<file path="config.mk">
export PLATFORM = sky130hd
export DESIGN_NAME = pipe_adder
export DESIGN_NICKNAME = d
export VERILOG_FILES = /design/src/rtl/pipe_adder_pkg.sv /design/src/rtl/adder_slice.sv /design/src/rtl/pipe_adder.sv
export SDC_FILE = /design/constraint.sdc
export NUM_CORES = 1
export LEC_CHECK = 0
export ABC_AREA = 1
export CAP_MARGIN = 20
export CORE_ASPECT_RATIO = 0.75
export CORE_MARGIN = 3
export CORE_UTILIZATION = 35
export DETAILED_ROUTE_END_ITERATION = 10
export PLACE_DENSITY = 0.63
export SKIP_LAST_GASP = 1
export SLEW_MARGIN = 20
export SYNTH_ARGS = -nofsm -noshare
export SYNTH_HDL_FRONTEND = slang
export SYNTH_HIERARCHICAL = 1
export SYNTH_SLANG_ARGS = --single-unit
</file>
<file path="constraint.sdc">
create_clock -name clk -period 3.2 [get_ports clk]
set_input_delay 0.96 -clock clk [delete_from_list [all_inputs] [get_ports clk]]
set_output_delay 0.96 -clock clk [all_outputs]
set_load 0.05 [all_outputs]
</file>
<file path="src/rtl/pipe_adder_pkg.sv">
// Shared definitions for the pipelined adder/subtractor.
package pipe_adder_pkg;

    // Operation select carried on the op input.
    typedef enum logic {
        OP_ADD = 1'b0,
        OP_SUB = 1'b1
    } op_e;

endpackage

</file>
<file path="src/rtl/adder_slice.sv">
// One SW-bit slice of the ripple-pipelined adder.
// Exposes the carry into the slice MSB so the top slice can flag signed overflow.
module adder_slice #(
    parameter int SW = 4
) (
    input  logic [SW-1:0] a,
    input  logic [SW-1:0] b,
    input  logic          c_in,
    output logic [SW-1:0] sum,
    output logic          c_out,
    output logic          c_top
);

    logic [SW:0] total;

    // Full-width slice add; carry into the MSB is recovered from the MSB sum bit.
    always_comb begin
        total = {1'b0, a} + {1'b0, b} + {{SW{1'b0}}, c_in};
        sum   = total[SW-1:0];
        c_out = total[SW];
        c_top = a[SW-1] ^ b[SW-1] ^ total[SW-1];
    end

endmodule

</file>
<file path="src/rtl/pipe_adder.sv">
// Pipelined W-bit adder/subtractor: one SW-bit slice per stage, with the
// unprocessed operand slices and completed sum slices riding along with each beat.
// A single global stall freezes every stage while the output is back-pressured.
module pipe_adder
    import pipe_adder_pkg::*;
#(
    parameter int W      = 16,
    parameter int STAGES = 4
) (
    input  logic         clk,
    input  logic         rst,
    input  logic         in_valid,
    output logic         in_ready,
    input  logic [W-1:0] a,
    input  logic [W-1:0] b,
    input  logic         c_in,
    input  logic         op,
    output logic         out_valid,
    input  logic         out_ready,
    output logic [W-1:0] sum,
    output logic         c_out,
    output logic         ovf
);

    localparam int SW = W / STAGES;

    logic         stall;
    logic [W-1:0] b_eff;
    logic         c_eff;

    // Stage inputs (what stage k consumes this cycle).
    logic         in_v  [STAGES];
    logic [W-1:0] in_a  [STAGES];
    logic [W-1:0] in_b  [STAGES];
    logic [W-1:0] in_s  [STAGES];
    logic         in_c  [STAGES];
    logic         in_op [STAGES];

    // Stage register outputs.
    logic         st_v   [STAGES];
    logic [W-1:0] st_a   [STAGES];
    logic [W-1:0] st_b   [STAGES];
    logic [W-1:0] st_s   [STAGES];
    logic         st_c   [STAGES];
    logic         st_op  [STAGES];
    logic         st_ovf [STAGES];

    assign stall    = out_valid & ~out_ready;
    assign in_ready = ~stall;

    // Subtract is a + ~b + ~borrow_in; the carry is inverted again at the output.
    always_comb begin
        b_eff = b;
        c_eff = c_in;
        if (op == OP_SUB) begin
            b_eff = ~b;
            c_eff = ~c_in;
        end
    end

    for (genvar k = 0; k < STAGES; k++) begin : g_stage
        logic          v_q;
        logic [W-1:0]  a_q;
        logic [W-1:0]  b_q;
        logic [W-1:0]  s_q;
        logic          c_q;
        logic          op_q;
        logic          ovf_q;
        logic [W-1:0]  s_nxt;
        logic [SW-1:0] sl_sum;
        logic          sl_co;
        logic          sl_top;

        if (k == 0) begin : g_head
            assign in_v[k]  = in_valid;
            assign in_a[k]  = a;
            assign in_b[k]  = b_eff;
            assign in_s[k]  = '0;
            assign in_c[k]  = c_eff;
            assign in_op[k] = op;
        end else begin : g_link
            assign in_v[k]  = st_v[k-1];
            assign in_a[k]  = st_a[k-1];
            assign in_b[k]  = st_b[k-1];
            assign in_s[k]  = st_s[k-1];
            assign in_c[k]  = st_c[k-1];
            assign in_op[k] = st_op[k-1];
        end

        adder_slice #(
            .SW(SW)
        ) u_slice (
            .a     (in_a[k][k*SW +: SW]),
            .b     (in_b[k][k*SW +: SW]),
            .c_in  (in_c[k]),
            .sum   (sl_sum),
            .c_out (sl_co),
            .c_top (sl_top)
        );

        // Merge this stage's slice result into the partial sum travelling with the beat.
        always_comb begin
            s_nxt                = in_s[k];
            s_nxt[k*SW +: SW]    = sl_sum;
        end

        // Stage register: cleared by reset, frozen on stall, otherwise advances.
        always_ff @(posedge clk) begin
            if (rst) begin
                v_q   <= 1'b0;
                a_q   <= '0;
                b_q   <= '0;
                s_q   <= '0;
                c_q   <= 1'b0;
                op_q  <= 1'b0;
                ovf_q <= 1'b0;
            end else if (!stall) begin
                v_q   <= in_v[k];
                a_q   <= in_a[k];
                b_q   <= in_b[k];
                s_q   <= s_nxt;
                c_q   <= sl_co;
                op_q  <= in_op[k];
                ovf_q <= sl_top ^ sl_co;
            end
        end

        assign st_v[k]   = v_q;
        assign st_a[k]   = a_q;
        assign st_b[k]   = b_q;
        assign st_s[k]   = s_q;
        assign st_c[k]   = c_q;
        assign st_op[k]  = op_q;
        assign st_ovf[k] = ovf_q;
    end

    assign out_valid = st_v[STAGES-1];
    assign sum       = st_s[STAGES-1];
    assign c_out     = st_c[STAGES-1] ^ st_op[STAGES-1];
    assign ovf       = st_ovf[STAGES-1];

endmodule

</file>
==> results_dict.tcl <==
set metrics [dict create \
    status "finished clean" \
    ir_drop_mv 0.2319 \
    cts_max_path_buffers 2 \
    gp_congestion 0.7848 \
    grt_pass1_wl_um 17210 \
    max_freq_mhz 361.5 \
    whs_path_depth 2 \
    drc 0 \
    chipWidth_um 139.5 \
    grt_usage 0.1383 \
    fin_nets 718 \
    ys_warn_count 6 \
    clk_pin_slew_ns 0.06 \
    io_pins 58 \
    total_power_mw 2.956 \
    finalSetupViolCount 0 \
    core_area_um2 12660 \
    grt_max_degree 88 \
    viasPerCell 4.592 \
    hold_end "out_valid$_SDFFE_PP0N_" \
    hold_buffers 0 \
    num_vias 3811 \
    avgSynthCellArea_um2 7.566 \
    dr.pass1.iters 5 \
    clock_skew_ns 0.008549 \
    crit_required_ns 2.24 \
    postCtsResizedCells 0 \
    hold_viol 0 \
    synthToLayoutAreaGrowth_pct 22.29 \
    setup_ws_ns 0.4340 \
    final.fill_count 1232 \
    setup_tns_ns 0 \
    antenna_found_initial 0 \
    hpwlAfterDp_um 6801 \
    grt_overflow 0 \
    post_cts_buffers 0 \
    root_buffer "clkbuf_16" \
    end_kind "primary output" \
    dieArea_um2 14800 \
    clk_latency_ns 0.33 \
    layout-drive-gt1-share 0.04367 \
    critPathKind "in2out" \
    diodes 0 \
    io_buffers 57 \
    rsz0062_at_grt "no" \
    cp.arrival_ns 1.81 \
    cts.sinks 101 \
    dp_slack_ns 0.2671 \
    final.min_clock_period_ns 2.766 \
    leakagePower_nw 2.416 \
    htreeDepth 3 \
    cp_num_buf_inv 3 \
    syn_inst 618 \
    p_per_area_nw_per_um2 516.9 \
    crit_chain "clkdlybuf4s50_1, inv_1, nand2_2, buf_12" \
    final_antenna_net_count 0 \
    crit_path_max_fanout 2 \
    critical-path-top-delay-family "buffers and inverters" \
    fin_crit_sh 0.8644 \
    timing.hold.worst.class "reg2reg" \
    wl_per_cell_um 12.10 \
    wl_um 10050 \
    initial_core_util 0.3695 \
    worstMarginPinSlew_ns 0.8963 \
    max_cap_viol_count 0 \
    rr_startpoint "g_stage[2].a_q[12]$_SDFFE_PP0N_" \
    die_y_um 106.1 \
    slowest_stage "clkdlybuf4s50_1" \
    first_global_vias 3713 \
    relSlewSlack 0.4025 \
    syn-num-nets 676 \
    r2r_setup_slack_ns 1.28 \
    numCtsBuffers 9 \
    holdCritStartpoint "g_stage[2].v_q$_SDFFE_PP0N_" \
    cts_tree "yes" \
    max_stage_delay_ns 0.52 \
    synth_area_um2 4676 \
    rows 35 \
    drt_iter0_markers 212 \
    report.final.slew_viol_count 0 \
    r2r_cells 9 \
    reg2reg_to "ovf$_SDFFE_PP0N_" \
    cp-start-kind "input port" \
]
## layout by cell type (no fill, tap or decap), drive strengths merged, types with 12 or more instances in the layout
cell,count
clkdlybuf4s50,55
dfxtp,101
ha,12
inv,47
nand2,76
nand3,12
nand3b,13
nor2,205
o21bai,86
## state kept, by name, summed over array words and instances, names as in the netlist
signal / cells
g_stage.b_q: 24
out_valid: 1
g_stage.c_q: 4
g_stage.a_q: 24
sum: 16
g_stage.op_q: 4
g_stage.s_q: 24
ovf: 1
g_stage.v_q: 3
## power breakdown
part	switching (mW)	total [mW]	internal, mW
logic	0.258	0.473	0.215
registers	0.0528	1.40	1.35
clock network	0.438	1.08	0.641
total	0.748	2.96	2.21
## worst reg2reg max path, stage by stage, from the launching register on
cell     delay, ns
dfxtp_1       0.36
fa_1          0.24
inv_1         0.07
fa_1          0.41
o21ai_0       0.37
inv_1         0.08
nand2_1       0.06
nand2_1       0.09
nor2_1        0.10
nor2_1        0.05
## how the worst max path moves through the flow
stage	startpoint	end	slack, ns	cells after the start
6_report	out_ready	in_ready	0.43	4
5_1_grt	out_ready	in_ready	0.40	4
4_1_cts	out_ready	in_ready	0.42	4
3_5_place_dp	op	g_stage[0].s_q[2]$_SDFFE_PP0N_	0.27	8
3_3_place_gp	op	g_stage[0].s_q[2]$_SDFFE_PP0N_	0.31	8
2_1_floorplan	out_ready	in_ready	0.47	3
## stage by stage
| step | cell area, um^2 | std cells | util | hold slack [ns] |
|---|---|---|---|---|
| floorplan | 4676 | 618 | - | 0.4359 |
| global placement | 5418 | 815 | 0.4281 | 0.4444 |
| detailed placement | 5418 | 815 | 0.4281 | 0.4555 |
| CTS | 5718 | 830 | 0.4518 | 0.4669 |
| global route | 5718 | 830 | 0.4518 | 0.4948 |
| finish | 5718 | 830 | 0.4518 | 0.4669 |
## layer usage
metal | vias to the layer above | share of wire | global-route usage
li1 | 2014 | - | -
met1 | 1705 | 0.53 | 0.1942
met2 | 88 | 0.42 | 0.2103
met3 | 4 | 0.046 | 0.03777
met4 | 0 | 0.0062 | 0.03561
met5 | - | 0 | 0
## layout make-up
class	instances	area, um^2	share of cell area
Tap cell	166	207.7	0.03632
Sequential cell	101	2022	0.3536
Multi-Input combinational cell	435	2331	0.4077
Inverter	47	176.4	0.03085
Clock buffer	11	252.7	0.04420
Clock inverter	4	47.55	0.008315
Timing Repair Buffer	66	680.7	0.1190
Note: power is estimated with default switching activity, not from simulation.
